--- src/rtl/uart_param.sv ---
`default_nettype none
// ============================================================================
// uart_param : parametrised full-duplex UART with parity, RX error flags
// Rev 1.0
// ============================================================================
module uart_param #(
   parameter int CLK_FREQ  = 50000000,
   parameter int BAUD      = 115200,
   parameter int DATA_BITS = 8,
   parameter int PARITY    = 0,
   parameter int STOP_BITS = 1
) (
   input  logic                 clk_50m,
   input  logic                 rst,
   input  logic [DATA_BITS-1:0] data_in,
   input  logic                 wr_en,
   output logic                 Tx,
   output logic                 Tx_busy,
   input  logic                 Rx,
   output logic                 ready,
   input  logic                 ready_clr,
   output logic [DATA_BITS-1:0] data_out,
   output logic                 parity_err,
   output logic                 frame_err,
   output logic                 overrun
);

   localparam int c_tx_div = CLK_FREQ / BAUD;
   localparam int c_rx_div = CLK_FREQ / (16 * BAUD);
   localparam int c_txw    = (c_tx_div > 1) ? $clog2(c_tx_div) : 1;
   localparam int c_rxw    = (c_rx_div > 1) ? $clog2(c_rx_div) : 1;

   localparam logic [c_txw-1:0] c_tx_last   = c_txw'(c_tx_div - 1);
   localparam logic [c_rxw-1:0] c_rx_last   = c_rxw'(c_rx_div - 1);
   localparam logic [3:0]       c_last_bit  = 4'(DATA_BITS - 1);
   localparam logic             c_last_stop = 1'(STOP_BITS - 1);

   typedef enum logic [2:0] {
      S_IDLE   = 3'd0,
      S_START  = 3'd1,
      S_DATA   = 3'd2,
      S_PARITY = 3'd3,
      S_STOP   = 3'd4
   } state_t;

   // ---------------- transmitter ----------------
   state_t                 tx_state_q, tx_state_d;
   logic [c_txw-1:0]       tx_div_q, tx_div_d;
   logic [3:0]             tx_bit_q, tx_bit_d;
   logic [DATA_BITS-1:0]   tx_shift_q, tx_shift_d;
   logic                   tx_par_q, tx_par_d;
   logic                   tx_stop_q, tx_stop_d;
   logic                   tx_tick;

   assign tx_tick = (tx_div_q == c_tx_last);

   always_comb begin
      tx_state_d = tx_state_q;
      tx_div_d   = tx_div_q;
      tx_bit_d   = tx_bit_q;
      tx_shift_d = tx_shift_q;
      tx_par_d   = tx_par_q;
      tx_stop_d  = tx_stop_q;
      if (tx_state_q != S_IDLE) begin
         tx_div_d = tx_tick ? '0 : tx_div_q + 1'b1;
      end
      case (tx_state_q)
         S_IDLE: begin
            if (wr_en) begin
               tx_shift_d = data_in;
               tx_par_d   = (PARITY == 1) ? ~(^data_in) : (^data_in);
               tx_div_d   = '0;
               tx_state_d = S_START;
            end
         end
         S_START: begin
            if (tx_tick) begin
               tx_bit_d   = '0;
               tx_state_d = S_DATA;
            end
         end
         S_DATA: begin
            if (tx_tick) begin
               tx_shift_d = tx_shift_q >> 1;
               if (tx_bit_q == c_last_bit) begin
                  tx_stop_d  = 1'b0;
                  tx_state_d = (PARITY != 0) ? S_PARITY : S_STOP;
               end else begin
                  tx_bit_d = tx_bit_q + 1'b1;
               end
            end
         end
         S_PARITY: begin
            if (tx_tick) begin
               tx_stop_d  = 1'b0;
               tx_state_d = S_STOP;
            end
         end
         S_STOP: begin
            if (tx_tick) begin
               if (tx_stop_q == c_last_stop) begin
                  tx_state_d = S_IDLE;
               end else begin
                  tx_stop_d = 1'b1;
               end
            end
         end
         default: tx_state_d = S_IDLE;
      endcase
   end

   always_ff @(posedge clk_50m or posedge rst) begin
      if (rst) begin
         tx_state_q <= S_IDLE;
         tx_div_q   <= '0;
         tx_bit_q   <= '0;
         tx_shift_q <= '0;
         tx_par_q   <= 1'b0;
         tx_stop_q  <= 1'b0;
      end else begin
         tx_state_q <= tx_state_d;
         tx_div_q   <= tx_div_d;
         tx_bit_q   <= tx_bit_d;
         tx_shift_q <= tx_shift_d;
         tx_par_q   <= tx_par_d;
         tx_stop_q  <= tx_stop_d;
      end
   end

   // Line level decoded from state so an async reset forces idle-high at once
   always_comb begin
      Tx = 1'b1;
      case (tx_state_q)
         S_START:  Tx = 1'b0;
         S_DATA:   Tx = tx_shift_q[0];
         S_PARITY: Tx = tx_par_q;
         default:  Tx = 1'b1;
      endcase
   end

   assign Tx_busy = (tx_state_q != S_IDLE);

   // ---------------- receiver ----------------
   logic                   rx_meta_q, rx_sync_q;
   state_t                 rx_state_q, rx_state_d;
   logic [c_rxw-1:0]       rx_os_q, rx_os_d;
   logic [3:0]             rx_tk_q, rx_tk_d;
   logic [3:0]             rx_bit_q, rx_bit_d;
   logic [DATA_BITS-1:0]   rx_shift_q, rx_shift_d;
   logic                   rx_par_q, rx_par_d;
   logic                   ready_q, ready_d;
   logic [DATA_BITS-1:0]   data_out_q, data_out_d;
   logic                   perr_q, perr_d;
   logic                   ferr_q, ferr_d;
   logic                   ovr_q, ovr_d;
   logic                   os_tick;
   logic                   bit_sample;
   logic                   rx_par_exp;

   assign os_tick    = (rx_os_q == c_rx_last);
   assign bit_sample = os_tick && (rx_tk_q == 4'd15);
   assign rx_par_exp = (PARITY == 1) ? ~(^rx_shift_q) : (^rx_shift_q);

   always_comb begin
      rx_state_d = rx_state_q;
      rx_os_d    = rx_os_q;
      rx_tk_d    = rx_tk_q;
      rx_bit_d   = rx_bit_q;
      rx_shift_d = rx_shift_q;
      rx_par_d   = rx_par_q;
      ready_d    = ready_q;
      data_out_d = data_out_q;
      perr_d     = perr_q;
      ferr_d     = ferr_q;
      ovr_d      = ovr_q;
      if (ready_clr) begin
         ready_d = 1'b0;
         perr_d  = 1'b0;
         ferr_d  = 1'b0;
         ovr_d   = 1'b0;
      end
      if (rx_state_q == S_IDLE) begin
         rx_os_d = '0;
         rx_tk_d = '0;
      end else begin
         rx_os_d = os_tick ? '0 : rx_os_q + 1'b1;
         if (os_tick) begin
            rx_tk_d = rx_tk_q + 1'b1;
         end
      end
      case (rx_state_q)
         S_IDLE: begin
            if (!rx_sync_q) begin
               rx_state_d = S_START;
            end
         end
         S_START: begin
            // Half-bit check; a line back high by now was only a glitch
            if (os_tick && (rx_tk_q == 4'd7)) begin
               rx_tk_d    = '0;
               rx_bit_d   = '0;
               rx_state_d = rx_sync_q ? S_IDLE : S_DATA;
            end
         end
         S_DATA: begin
            if (bit_sample) begin
               rx_shift_d = {rx_sync_q, rx_shift_q[DATA_BITS-1:1]};
               if (rx_bit_q == c_last_bit) begin
                  rx_state_d = (PARITY != 0) ? S_PARITY : S_STOP;
               end else begin
                  rx_bit_d = rx_bit_q + 1'b1;
               end
            end
         end
         S_PARITY: begin
            if (bit_sample) begin
               rx_par_d   = rx_sync_q;
               rx_state_d = S_STOP;
            end
         end
         S_STOP: begin
            if (bit_sample) begin
               rx_state_d = S_IDLE;
               data_out_d = rx_shift_q;
               ready_d    = 1'b1;
               perr_d     = (PARITY != 0) && (rx_par_q != rx_par_exp);
               ferr_d     = ~rx_sync_q;
               if (ready_q && !ready_clr) begin
                  ovr_d = 1'b1;
               end
            end
         end
         default: rx_state_d = S_IDLE;
      endcase
   end

   always_ff @(posedge clk_50m or posedge rst) begin
      if (rst) begin
         rx_meta_q  <= 1'b1;
         rx_sync_q  <= 1'b1;
         rx_state_q <= S_IDLE;
         rx_os_q    <= '0;
         rx_tk_q    <= '0;
         rx_bit_q   <= '0;
         rx_shift_q <= '0;
         rx_par_q   <= 1'b0;
         ready_q    <= 1'b0;
         data_out_q <= '0;
         perr_q     <= 1'b0;
         ferr_q     <= 1'b0;
         ovr_q      <= 1'b0;
      end else begin
         rx_meta_q  <= Rx;
         rx_sync_q  <= rx_meta_q;
         rx_state_q <= rx_state_d;
         rx_os_q    <= rx_os_d;
         rx_tk_q    <= rx_tk_d;
         rx_bit_q   <= rx_bit_d;
         rx_shift_q <= rx_shift_d;
         rx_par_q   <= rx_par_d;
         ready_q    <= ready_d;
         data_out_q <= data_out_d;
         perr_q     <= perr_d;
         ferr_q     <= ferr_d;
         ovr_q      <= ovr_d;
      end
   end

   assign ready      = ready_q;
   assign data_out   = data_out_q;
   assign parity_err = perr_q;
   assign frame_err  = ferr_q;
   assign overrun    = ovr_q;

endmodule
`default_nettype wire

--- config.mk ---
export PLATFORM = sky130hd
export DESIGN_NAME = uart_param
export DESIGN_NICKNAME = d
export VERILOG_FILES = /design/src/rtl/uart_param.sv
export SDC_FILE = /design/constraint.sdc
export NUM_CORES = 1
export LEC_CHECK = 0
export BUFFER_PORTS_ARGS = -buffer_cell sky130_fd_sc_hd__buf_2
export CELL_PAD_IN_SITES_DETAIL_PLACEMENT = 1
export CELL_PAD_IN_SITES_GLOBAL_PLACEMENT = 1
export CORE_MARGIN = 4
export CORE_UTILIZATION = 40
export CTS_CLUSTER_SIZE = 12
export DETAILED_ROUTE_END_ITERATION = 10
export PLACE_DENSITY_LB_ADDON = 0.1
export REMOVE_ABC_BUFFERS = 1
export SYNTH_ARGS = -nofsm -noshare
export SYNTH_HDL_FRONTEND = slang
export SYNTH_SLANG_ARGS = --single-unit
export TNS_END_PERCENT = 30
--- constraint.sdc ---
create_clock -name clk_50m -period 2.3 [get_ports clk_50m]
set_input_delay 0.23 -clock clk_50m [delete_from_list [all_inputs] [get_ports clk_50m]]
set_output_delay 0.23 -clock clk_50m [all_outputs]
set_load 0.02 [all_outputs]
After elaboration in Yosys (flattened, before gate mapping) --
Cells that the tools add are included. Widths: inputs -> output; s select.
Cells by class: bitwise gates (word level) 1, mux-type cells 57, eq/ne operators 29, reductions and logical operators 21, add/subtract/negate cells 5
Operators by type and width (number):
- $mux 4 | 10
- $mux 3 | 13
- $mux 9 | 4
- $ne 2x2->1 const B | 15
- $pmux 3 s5 | 2
- $mux 1 | 18
- $mux 8 | 2
- $pmux 4 s2 | 2
- $pmux 8 s2 | 1
- $add 4x1->4 const B | 3
- $eq 3x2->1 const B | 4
- $eq 4x3->1 const B | 3
- $mux 5 | 2
- $add 9x1->9 const B | 1
- $eq 9x9->1 const B | 1
- $reduce_and 4->1 | 2
- $reduce_xor 8->1 | 1
- $reduce_and 7->1 | 1
- $eq 3x1->1 const B | 2
- $eq 3x3->1 const B | 2
- $logic_not 3->1 | 2
- $pmux 1 s3 | 2
- $reduce_and 2->1 | 3
- $reduce_and 6->1 | 1
- 11 further kinds | 16
Storage, ports and cells: output and inout bits 14, word-level logic and storage cells 131, bits in registers 64, input port bits 13

Longest topological paths before layout --
depth after elaboration 5, gate-level depth with buffers 7, mapped depth without buffers 6

Worst setup path before layout --
No wires, ideal clock.
path kind register to register, start point reg tx_div_q[1], end point reg tx_shift_q[0], stages on the path, launching flop included 8, setup time 125 ps, clock period less this slack 1871 ps, data required time 2175 ps, buffers on the path 1, slack 429 ps, arrival time 1747 ps, path through dfrtp_1 > inv_1 > ha_1 > and4b_1 > buf_4 > nand3_1 > a211oi_4 > mux2_2
On the way: longest elaborated chain between the ends 3
Ends and longest elaborated chain:
- from (decl) | RTL line 48 | logic [c_txw-1:0] tx_div_q, tx_div_d;
- from (signal assigned) | RTL line 122 | tx_div_q <= tx_div_d;
- $eq 9x9->1 | RTL line 55 | assign tx_tick = (tx_div_q == c_tx_last);
- $ne 2x2->1 (no source line)
- $reduce_and 3->1 (no source line)
- to (signal assigned) | RTL line 124 | tx_shift_q <= tx_shift_d;
- to (decl) | RTL line 50 | logic [DATA_BITS-1:0] tx_shift_q, tx_shift_d;
No other way between the ends. A chain may end at the register's enable or synchronous reset.

Final worst setup path --
start point reg tx_div_q[1], end point reg tx_shift_q[1]
Same word-level chain as after synthesis.

==> run summary <==
DR vias: 2282
Initial core utilization: 0.419
Final setup violation count: 0
Core area: 0.00737 sq mm
Sink Count: 63
Fin nets: 349
Outcome: completed
Slowest stage cell, crit path: a211oi_4
Pwr Density: 773 mW/mm^2
Largest stage delay on the critical path: 0.51 ns
ANT cells: 0
Yosys warns: 0
Fin crit period: 2.08 ns
Commonest non-fill, non-tap cell in the layout: dfrtp_1
Die Wd: 95.9 microns
CP required: 2.52 ns
RSZ-0062 raised after global routing: false
Hold WS: 0.0840 ns
Total GRT Usage: 0.155
Worst rel slew slack: 0.677
Crit start category: flop
Sequential fraction of the synthesis area: 0.511
Peak supply drop: 0.000432 V
WP data arrival: 2.30 ns
Count of different cell masters after synthesis: 50
Crit path max-delay family: compound AO/OA/AOI/OAI gates
First-pass GRT wire length: 11100 microns
Max-cap viol count: 0
Via density: 5.27
Rows: 31
Clk Tree Root Cell: clkbuf_8
Cells after Synth: 293
Die ar.: 0.00919 sq mm
Grt ovf: 0
Max Slew Vio Count: 0
Post-synthesis register bit count: 63
Period utilisation layout: 0.903
Critical path, cell by cell: inv_1 > ha_1 > and4b_1 > nand3_1 > a211oi_4 > mux2_2
Worst Hold Class: in2reg
Total power: 2780 uW
DR iter-0 viols: 67
Pre-CTS setup slack: 0.219 ns
Core Util, Final: 0.487
Synthesized area: 0.00309 sq mm
Final wirelength: 6390 microns
Worst clock skew: 0.00825 ns
Fmax: 481 MHz
Synthesized area per cell: 10.5 sq um
DRT antenna net count: 0
Post-synth EDFFs: 0
Final Hold Vio Count: 0
TritonCTS Buffers: 9
Die Span Y: 95.9 microns
Async S/R FF share, synth: 1.00
Pin count of the biggest net entering global routing: 64
Ports: 27
Worst Path Max Fanout: 8
Initial antenna violation count: 0
Commonest non-fill, non-tap cells in the layout: dfrtp_1 (61), nand2_1 (42), buf_2 (26)
CTS H-tree lvls: 3
Vias in the first global route: 2350
Layout cell share with drive strength beyond 1: 0.251
CTS clk-pin slew, worst paths: 0.08 ns
DR WL/cell: 14.8 microns
Worst setup margin: 0.223 ns
CTS tree: built
Routability congestion estimate: 0.751
Buf/Inv on CP: 1
Port Buf Inserts: 26
Setup crit end kind: flop
DRC: 0
Setup TNS: 0 ns
Skew-Pair Late Insertion Delay: 0.34 ns
Drt pass-1 iters: 4
Lkg Pwr: 0.00166 uW
Hpwl dp: 4480 microns
Kind of critical path: reg2reg
Slew @ Worst Pin: 0.484 ns
Synth Flop Type: dfrtp_1
Clock buffer depth: 2
Post-CTS Resized: 0
Layout area overhead: 16.2%
kinds of logic after synthesis:
logic type                 Yosys count  synth area share
muxes                               27            0.0976
buffers and inverters               20            0.0271
xor gates and xnor gates            14            0.0397
DFF                                 63             0.511
AOI/OAI and AO/OA                   53             0.111
and+or+nand+nor                    109             0.185
adders and majority gates            7            0.0284
power breakdown:
part	internal (uW)	switching (uW)	leakage [uW]
Sequential	1220	98.7	0.000822
Clock	511	479	0.0000964
Combinational	212	254	0.000740
Total	1940	831	0.00166
metrics by stage:
stage | cell area, sq um | cells
floorplan | 3040 | 282
global placement | 3370 | 415
detailed placement | 3370 | 415
CTS | 3590 | 433
global route | 3590 | 433
finish | 3590 | 433
per-layer routing:
metal / up-vias / wire length, microns / track usage
li1: 1108 / - / -
met1: 1145 / 3050 / 0.209
met2: 22 / 3110 / 0.244
met3: 7 / 164 / 0.0375
met4: 0 / 62 / 0.0498
met5: - / 0 / 0
state kept, by name, summed over array words and instances (netlist names), 3 cells and up:
name and count:
tx_div_q 9, data_out 8, rx_tk_q 4, rx_os_q 5, rx_state_q 3, tx_state_q 3
rx_bit_q 4, rx_shift_q 8, tx_shift_q 8, tx_bit_q 4
timing repair:
| item | in CTS | in global routing |
|---|---|---|
| endpoints found under the hold margin | 62 | 0 |
| setup buffers | 0 | 0 |
| endpoints found under the setup margin | 0 | 0 |
| hold buffers | 2 | 0 |
final timing paths:
kind	startpoint	to	slack, ns	cells past startpoint
max	tx_div_q[1]$_DFF_PP0_	tx_shift_q[1]$_DFFE_PP0P_	0.22	6
min	ready_clr	overrun$_DFF_PP0_	0.08	2
max reg2reg	tx_div_q[1]$_DFF_PP0_	tx_shift_q[1]$_DFFE_PP0P_	0.22	6
min reg2reg	rx_meta_q$_DFF_PP1_	rx_sync_q$_DFF_PP1_	0.36	0
max in group asynchronous	rst	rx_meta_q$_DFF_PP1_	1.48	4
min in group asynchronous	rst	rx_os_q[4]$_DFF_PP0_	0.47	4
cells in the mapped netlist, drive strengths merged (3+ instances only):
master,count,share of area
inv,9,0.011
dfrtp,61,0.49
nand2b,4,0.0081
nor3b,5,0.014
ha,7,0.028
buf,5,0.0089
nor2,15,0.018
mux2,25,0.091
and2,3,0.0061
xor2,4,0.011
a21oi,12,0.019
o21ai,19,0.031
nand2,42,0.051
nand4,3,0.0061
clkbuf,6,0.0073
a211oi,3,0.011
nand3b,3,0.0073
nor2b,4,0.0081
xnor2,10,0.028
nor3,4,0.010
a31oi,3,0.0061
nand3,11,0.018
area by class of cell:
class                   count  area (sq um)
clock buffers               9           124
clock inverters             7          80.1
fillers                   823          3780
inverters                   9          33.8
multi-input cells         210          1430
flip-flops and latches     63          1580
well taps                  99           124
repair buffers             36           223
No activity file was read; power rests on OpenSTA's default activity.
